File: src/rtl/audio_sample_queue.sv
// Audio sample queue: captures stereo codec samples, mixes to 16-bit mono,
// and buffers them in a first-word fall-through FIFO for a consumer.
module audio_sample_queue #(
  parameter int DEPTH = 8,
  parameter int LVLW  = 4
) (
  input  logic            clk,
  input  logic            rst,
  input  logic            codecReadReady,
  input  logic [23:0]     leftIn,
  input  logic [23:0]     rightIn,
  output logic            codecRead,
  output logic            sampleReady,
  input  logic            doingRead,
  output logic [15:0]     sampleOut,
  output logic [LVLW-1:0] level,
  output logic [7:0]      overflowCount
);

  localparam int AW = (DEPTH > 1) ? $clog2(DEPTH) : 1;

  typedef enum logic [1:0] {
    IDLE,
    ACK,
    WAITLOW
  } state_t;

  state_t state;

  logic [15:0]     mem [DEPTH];
  logic [AW-1:0]   wr_ptr;
  logic [AW-1:0]   rd_ptr;
  logic [AW-1:0]   rd_next;
  logic            doing_read_prev;

  logic            push;
  logic            pop;
  logic            accept;
  logic [LVLW-1:0] level_next;
  logic [15:0]     head_next;
  logic [24:0]     sum;
  logic [16:0]     sh;
  logic [15:0]     mixed;

  always_comb begin
    sum = {leftIn[23], leftIn} + {rightIn[23], rightIn};
    sh  = 17'($signed(sum) >>> 8);
    if (sh[16] != sh[15])
      mixed = sh[16] ? 16'h8000 : 16'h7FFF;
    else
      mixed = sh[15:0];
  end

  always_comb begin
    push       = (state == IDLE) && codecReadReady;
    pop        = doingRead && !doing_read_prev && (level != '0);
    accept     = push && ((level < LVLW'(DEPTH)) || pop);
    level_next = level + LVLW'(accept) - LVLW'(pop);
    rd_next    = pop ? AW'(rd_ptr + 1'b1) : rd_ptr;
    // The new head may be the word being written on this very edge.
    if (accept && (wr_ptr == rd_next))
      head_next = mixed;
    else
      head_next = mem[rd_next];
  end

  always_ff @(posedge clk or negedge rst) begin
    if (!rst) begin
      state     <= IDLE;
      codecRead <= 1'b0;
    end else begin
      unique case (state)
        IDLE: begin
          if (codecReadReady) begin
            state     <= ACK;
            codecRead <= 1'b1;
          end
        end
        ACK: begin
          state     <= WAITLOW;
          codecRead <= 1'b0;
        end
        WAITLOW: begin
          if (!codecReadReady)
            state <= IDLE;
        end
        default: begin
          state     <= IDLE;
          codecRead <= 1'b0;
        end
      endcase
    end
  end

  always_ff @(posedge clk) begin
    if (accept)
      mem[wr_ptr] <= mixed;
  end

  always_ff @(posedge clk or negedge rst) begin
    if (!rst) begin
      wr_ptr          <= '0;
      rd_ptr          <= '0;
      level           <= '0;
      doing_read_prev <= 1'b0;
      sampleReady     <= 1'b0;
      sampleOut       <= '0;
      overflowCount   <= '0;
    end else begin
      doing_read_prev <= doingRead;
      level           <= level_next;
      rd_ptr          <= rd_next;
      sampleReady     <= (level_next != '0);
      if (accept)
        wr_ptr <= AW'(wr_ptr + 1'b1);
      if (level_next != '0)
        sampleOut <= head_next;
      if (push && !accept && (overflowCount != 8'hFF))
        overflowCount <= overflowCount + 8'd1;
    end
  end

endmodule

File: config.mk
export PLATFORM = sky130hd
export DESIGN_NAME = audio_sample_queue
export DESIGN_NICKNAME = d
export VERILOG_FILES = /design/src/rtl/audio_sample_queue.sv
export SDC_FILE = /design/constraint.sdc
export NUM_CORES = 1
export LEC_CHECK = 0
export BUFFER_PORTS_ARGS = -buffer_cell sky130_fd_sc_hd__clkbuf_2
export CAP_MARGIN = 10
export CORE_UTILIZATION = 59
export CTS_CLUSTER_SIZE = 14
export DETAILED_ROUTE_END_ITERATION = 10
export PLACE_DENSITY = 0.82
export SLEW_MARGIN = 15
export SYNTH_ARGS = -nofsm -noshare
export SYNTH_HDL_FRONTEND = slang
export SYNTH_SLANG_ARGS = --single-unit
File: constraint.sdc
create_clock -name clk -period 5.7 [get_ports clk]
set_input_delay 0.57 -clock clk [delete_from_list [all_inputs] [get_ports clk]]
set_output_delay 0.57 -clock clk [all_outputs]
set_load 0.005 [all_outputs]
==> results of run 1 <==
[logic make-up after synthesis]
kind of cell / after synthesis
DFF: 167
and+or+nand+nor: 130
AOI/OAI and AO/OA: 121
muxes: 83
buffers and inverters: 42
adders and majority gates: 32
xor gates and xnor gates: 30
[power breakdown]
part / leakage, uW / internal (uW) / total [uW] / switching [uW]
clock network: 0.000286 / 691 / 1160 / 464
registers: 0.00162 / 1590 / 1760 / 168
logic: 0.00191 / 820 / 1810 / 994
[worst paths after layout]
path                       depth (start not counted)          endpoint       from
min in group asynchronous                          1  overflowCount[3]        rst
min reg2reg                                        1         codecRead  codecRead
min                                                1   doing_read_prev  doingRead
max in group asynchronous                          1      sampleOut[5]        rst
max reg2reg                                       18     sampleOut[13]   level[3]
max                                               18     sampleOut[13]   level[3]
[layer usage]
metal,GRT usage,vias up,routed length [um]
met5,0,-,0
met3,0.0552,36,1330
li1,-,2490,-
met2,0.454,277,9550
met4,0.110,0,434
met1,0.347,2718,7360
[area by class of cell]
cell class	count	area [um2]	share of cell area
Multi-Input combinational cell	396	3270	0.346
Sequential cell	167	4820	0.511
Tap cell	176	220	0.0233
Clock inverter	15	175	0.0186
Clock buffer	17	425	0.0451
Timing Repair Buffer	87	450	0.0477
Inverter	20	75.1	0.00796
[synth_stat cells, types with 6 or more instances]
cell | number | area, um2
nand4_1 | 7 | 43.8
nand3_1 | 10 | 50.1
nor2_1 | 15 | 56.3
mux4_2 | 16 | 360
nor3_1 | 6 | 30.0
a21oi_1 | 29 | 145
xnor2_1 | 13 | 114
o211ai_1 | 7 | 52.6
xor2_1 | 16 | 140
clkbuf_1 | 10 | 37.5
inv_1 | 19 | 71.3
ha_1 | 31 | 388
mux2i_1 | 64 | 641
dfrtp_1 | 39 | 976
o21ai_0 | 24 | 120
o221a_1 | 9 | 101
a21o_1 | 14 | 105
edfxtp_1 | 128 | 3840
nand2_1 | 60 | 225
[cell usage in the layout (no fill, tap or decap), drive strengths merged, types with 24 or more instances in the layout]
| cell type | netlist | routed |
|---|---|---|
| clkbuf | 10 | 98 |
| inv | 20 | 24 |
| o21ai | 30 | 30 |
| edfxtp | 128 | 128 |
| nand2 | 60 | 60 |
| dfrtp | 39 | 39 |
| mux2i | 65 | 65 |
| ha | 31 | 31 |
| a21oi | 29 | 29 |
[state kept, by name, summed over array words and instances, names as in the netlist]
register and count:
codecRead 1, level 4, doing_read_prev 1, sampleOut 16
sampleReady 1, mem 128, wr_ptr 3, rd_ptr 3
overflowCount 8, state 2
[critical path: stages, from the launching register on]
cell     delay (ns)
dfrtp_1        0.39
inv_1          0.06
ha_1           0.17
nor3b_1        0.15
or3b_1         0.54
a21oi_1        0.55
inv_1          0.31
ha_1           0.36
inv_1          0.06
ha_1           0.16
inv_1          0.06
fa_1           0.37
xor2_1         0.16
inv_1          0.10
nor4_2         0.26
buf_4          0.27
inv_1          0.23
nand3_1        0.24
o221a_1        0.21
[through the flow]
stage | std cells | power (uW) | util
detailed placement | 846 | 3540 | 0.657
CTS | 878 | 4720 | 0.701
floorplan | 605 | 3090 | -
global route | 878 | 4940 | 0.701
global placement | 846 | 3450 | 0.657
finish | 878 | 4730 | 0.701
==> results.md, run 1 <==
| Quantity | Value | Unit |
| --- | --- | --- |
| Run status | complete, no violations | - |
| Per-cell via count in the routed design | 6.29 | - |
| Post-Place Setup Slack | 1.08 | ns |
| Class of the most critical setup path | flop to flop | - |
| Worst VDD drop | 260 | uV |
| Synth Area per Inst | 13.6 | um2 |
| Final Cell Area | 0.00943 | mm2 |
| Clock Tree Buf Depth | 2 | - |
| Number of synthesized flops with an enable pin | 128 | - |
| Total number of placement rows | 42 | - |
| Fraction of the mapped netlist area in compound gates | 0.0995 | - |
| Initial Utilization | 0.613 | - |
| Shortest period the worst path allows | 4.71 | ns |
| Skew-Pair Late Insertion Delay | 0.41 | ns |
| Area after detailed placement | 0.00883 | mm2 |
| Horizontal die dimension | 120 | um |
| Final worst-path setup slack | 0.991 | ns |
| Post-CTS Setup Repair Bufs | 0 | - |
| Post-synthesis xor/xnor area fraction | 0.0341 | - |
| Wirelength per Cell | 21.3 | um |
| Count of cell types in the netlist | 64 | - |
| Clock skew | 0.00610 | ns |
| Number of routed nets with antenna violations | 0 | - |
| Synth Area in Simple Gates | 0.0775 | - |
| Seq cells post-synth | 167 | - |
| Worst setup SP type | flop | - |
| Standard cell core area | 0.0135 | mm2 |
| Antenna violations before repair | 0 | - |
| Highest net fanout along the worst path | 15 | - |
| Number of sinks handled by clock tree synthesis | 167 | - |
| Combined area of all synthesized cells | 0.00825 | mm2 |
| Largest net degree at the start of global routing | 40 | - |
| H-Tree Level Count | 4 | - |
| Remaining max-slew budget at the tightest pin | 0.187 | - |
| Synth-to-Final Area Change | 14.4 | % |
| Worst Path Required | 6.05 | ns |
| Number of max-slew violations in the final report | 0 | - |
| Fraction of final layout cells sized beyond drive strength 1 | 0.217 | - |
| Max Cap Violations | 0 | - |
| Proportion of synthesized area in mux cells | 0.127 | - |
| Leakage power of the design | 0.00381 | uW |
| Clock slew at reported path FFs | 0.06 | ns |
| Register-to-register setup slack | 0.99 | ns |
| Post-Synth Adder-Cell Area | 0.0495 | - |
| Net count after synthesis | 689 | - |
| Drt first pass iters | 5 | - |
| Predominant post-synthesis flop cell | edfxtp_1 | - |
| Final cycle utilization of the critical path | 0.826 | - |
| Combinational family with the most area after synthesis | multiplexers | - |
| HPWL after DPL | 11800 | um |
| Remaining Overflow, GRT | 0 | - |
| Count of nets after finishing | 773 | - |
| PwrDens | 501 | mW/mm2 |
| TritonCTS Buffers | 17 | - |
| Synthesized netlist cell count | 605 | - |
| Cell at the root of the clock tree | clkbuf_16 | - |
| DRC violations left | 0 | - |
| Boundary pin count | 82 | - |
| TritonCTS clock tree | yes | - |
| Synthesis Warnings | 0 | - |
| Total inserted antenna cells | 0 | - |
| Post-synthesis async set-or-reset flop share | 0.234 | - |
| Total Negative Setup Slacks | 0 | ns |
| Arrival time of data at the critical path endpoint | 5.05 | ns |
| Final setup violating endpoints | 0 | - |
| Hold_buf cts | 0 | - |
| Path type of the worst min-delay path | primary input to flop | - |
| Weighted congestion at the end of routability-driven global placement | 0.915 | - |
| Combined global-route utilization of all metal layers | 0.271 | - |
| Worst hold slack | 0.288 | ns |
| Hold Violations, Final | 0 | - |
| Full die area | 0.0145 | mm2 |
| Fmax | 0.212 | GHz |
| Sequential cell area fraction in the yosys report | 0.584 | - |
| Port Buffer Count | 81 | - |
| RSZ-0062 raised after global routing | no | - |
| Number of filler cells placed in the layout | 916 | - |
| Initial DRC Count | 393 | - |
| Slew at the pin closest to its max-slew limit | 1.22 | ns |
| Aggregate routed wire length | 18700 | um |
| Gates resized, CTS repair | 0 | - |
| Overall via count from detail_route | 5521 | - |
| Chip Height | 120 | um |
| Wire length of the first global-routing pass | 29100 | um |
| CP Capture Type | flop | - |
| Number of global-route vias before repair | 5567 | - |
Power figures use the tool's default switching activity.
==> run 2: changes to the inputs <==
clock period = 4.75 ns   (was 5.7 ns; I/O delays follow)
==> run 2 against run 1 <==
Clock power is 16% higher. Routed wire length is 1.8% lower. Via count is 0.24% lower. Largest cell class unchanged. Combinational power is 21% higher. Non-clock buffer count is 6 higher. Total power is 19% higher. Critical endpoint is now sampleOut[0].
==> results.md, run 2 (synthesis results as in run 1) <==
| Quantity | Value | Unit | Change |
| --- | --- | --- | --- |
| Fmax | 0.230 | GHz | was 0.212 GHz |
| Initial Utilization | 0.613 | - | unchanged |
| Path type of the worst min-delay path | primary input to flop | - | unchanged |
| Weighted congestion at the end of routability-driven global placement | 0.911 | - | was 0.915 |
| Worst VDD drop | 327 | uV | was 260 uV |
| Post-CTS Setup Repair Bufs | 0 | - | unchanged |
| Full die area | 0.0145 | mm2 | unchanged |
| Boundary pin count | 82 | - | unchanged |
| Hold_buf cts | 0 | - | unchanged |
| TritonCTS Buffers | 17 | - | unchanged |
| Clock Tree Buf Depth | 2 | - | unchanged |
| Aggregate routed wire length | 18300 | um | was 18700 um |
| Standard cell core area | 0.0135 | mm2 | unchanged |
| Synth-to-Final Area Change | 14.6 | % | was 14.4% |
| Worst setup SP type | flop | - | unchanged |
| Number of routed nets with antenna violations | 0 | - | unchanged |
| Overall via count from detail_route | 5508 | - | was 5521 |
| Number of sinks handled by clock tree synthesis | 167 | - | unchanged |
| Arrival time of data at the critical path endpoint | 4.71 | ns | was 5.05 ns |
| Drt first pass iters | 5 | - | unchanged |
| Antenna violations before repair | 1 | - | was 0 |
| Slew at the pin closest to its max-slew limit | 1.16 | ns | was 1.22 ns |
| Initial DRC Count | 407 | - | was 393 |
| Wirelength per Cell | 20.7 | um | was 21.3 um |
| Per-cell via count in the routed design | 6.23 | - | was 6.29 |
| Class of the most critical setup path | flop to flop | - | unchanged |
| Most common cell after layout, fill and taps aside | edfxtp_1 | - | unchanged |
| Final Cell Area | 0.00945 | mm2 | was 0.00943 mm2 |
| PwrDens | 595 | mW/mm2 | was 501 mW/mm2 |
| Number of placed instances with taps included | 852 | - | was 846 |
| RSZ-0062 raised after global routing | no | - | unchanged |
| Final cycle utilization of the critical path | 0.915 | - | was 0.826 |
| Shortest period the worst path allows | 4.35 | ns | was 4.71 ns |
| Number of standard cells in the layout, taps in and fillers out | 884 | - | was 878 |
| Total inserted antenna cells | 0 | - | unchanged |
| Run status | complete, no violations | - | unchanged |
| Total Negative Setup Slacks | 0 | ns | unchanged |
| DRC violations left | 0 | - | unchanged |
| Max Cap Violations | 0 | - | unchanged |
| Number of max-slew violations in the final report | 0 | - | unchanged |
| Number of flip-flops under the largest register name | 128 | - | unchanged |
| Highest net fanout along the worst path | 13 | - | was 15 |
| Gates resized, CTS repair | 0 | - | unchanged |
| Clock slew at reported path FFs | 0.07 | ns | was 0.06 ns |
| Area after detailed placement | 0.00888 | mm2 | was 0.00883 mm2 |
| Overall power consumption | 5620 | uW | was 4730 uW |
| Clock skew | 0.00924 | ns | was 0.00610 ns |
| CP Capture Type | flop | - | unchanged |
| Remaining Overflow, GRT | 0 | - | unchanged |
| Register bank with the most flops | mem | - | unchanged |
| Wire length of the first global-routing pass | 29000 | um | was 29100 um |
| Skew-Pair Late Insertion Delay | 0.43 | ns | was 0.41 ns |
| Horizontal die dimension | 120 | um | unchanged |
| HPWL after DPL | 12000 | um | was 11800 um |
| Number of global-route vias before repair | 5545 | - | was 5567 |
| Count of nets after finishing | 779 | - | was 773 |
| Top flop regs | mem (128), sampleOut (16), overflowCount (8) | - | unchanged |
| Worst Path Required | 5.11 | ns | was 6.05 ns |
| Hold Violations, Final | 0 | - | unchanged |
| Final setup violating endpoints | 0 | - | unchanged |
| Remaining max-slew budget at the tightest pin | 0.226 | - | was 0.187 |
| Fraction of final layout cells sized beyond drive strength 1 | 0.226 | - | was 0.217 |
| Chip Height | 120 | um | unchanged |
| Leading cell types in the layout, fill and taps excluded | 128 x edfxtp_1, 81 x clkbuf_2, 64 x mux2i_1 | - | unchanged |
| TritonCTS clock tree | yes | - | unchanged |
| Combined global-route utilization of all metal layers | 0.271 | - | about the same |
| H-Tree Level Count | 4 | - | unchanged |
| Port Buffer Count | 81 | - | unchanged |
| Leakage power of the design | 0.00385 | uW | was 0.00381 uW |
| Total number of placement rows | 42 | - | unchanged |
| Largest net degree at the start of global routing | 40 | - | unchanged |
| Cell at the root of the clock tree | clkbuf_16 | - | unchanged |
-- run 2: cell count changes in the layout (fill, tap and decap cells not counted), sizes merged --
cell      previous run  this run
bufinv               3         0
clkinvlp             2         0
clkbuf              98        99
inv                 24        32
clkinv               6         2
buf                  6        12
-- run 2: metrics by stage --
| stage | util | hold slack [ns] | setup WS (ns) |
|---|---|---|---|
| after floorplan | - | 0.179 | 0.530 |
| after global placement | 0.660 | 0.462 | 0.641 |
| after detailed placement | 0.660 | 0.479 | 0.500 |
| after CTS | 0.703 | 0.170 | 0.407 |
| after global routing | 0.703 | 0.173 | 0.150 |
| final | 0.703 | 0.178 | 0.402 |
-- run 2: where the power goes --
| group | internal [uW] | switching, uW | leakage [uW] |
|---|---|---|---|
| sequential | 1900 | 190 | 0.00162 |
| clock | 707 | 631 | 0.000287 |
| combinational | 1000 | 1190 | 0.00194 |
| total | 3610 | 2010 | 0.00385 |
-- run 2: critical path, cell delays in order, from the launching register on --
cell	delay, ns
dfrtp_1	0.42
inv_1	0.06
ha_1	0.17
nor3b_1	0.14
or3b_1	0.53
a21oi_1	0.21
buf_4	0.17
inv_1	0.16
ha_1	0.33
inv_1	0.06
ha_1	0.18
inv_1	0.06
fa_1	0.48
inv_1	0.06
nor4_2	0.35
inv_1	0.35
nand2_1	0.31
o221a_1	0.24
-- run 2: path summary, 6_finish.rpt --
check                      cells after the start  slack [ns]               end  startpoint
max                                           17        0.40      sampleOut[0]    level[3]
min                                            1        0.18   doing_read_prev   doingRead
max reg2reg                                   17        0.40      sampleOut[0]    level[3]
min reg2reg                                    1        0.49         codecRead   codecRead
max in group asynchronous                      1        3.92          level[2]         rst
min in group asynchronous                      1        0.20  overflowCount[4]         rst
-- run 2: routing by layer --
| metal | part of all wire | wire length [um] | up-vias | GRT usage |
|---|---|---|---|---|
| li1 | - | - | 2514 | - |
| met1 | 0.41 | 7460 | 2668 | 0.343 |
| met2 | 0.50 | 9160 | 277 | 0.456 |
| met3 | 0.066 | 1210 | 49 | 0.0566 |
| met4 | 0.028 | 506 | 0 | 0.110 |
| met5 | 0 | 0 | - | 0 |
-- run 2: cell type report --
class,count,area (um2)
Inverter,20,75.1
Multi-Input combinational cell,396,3270
Tap cell,176,220
Clock inverter,14,148
Fill cell,928,4000
Timing Repair Buffer,93,495
Clock buffer,18,429
Sequential cell,167,4820
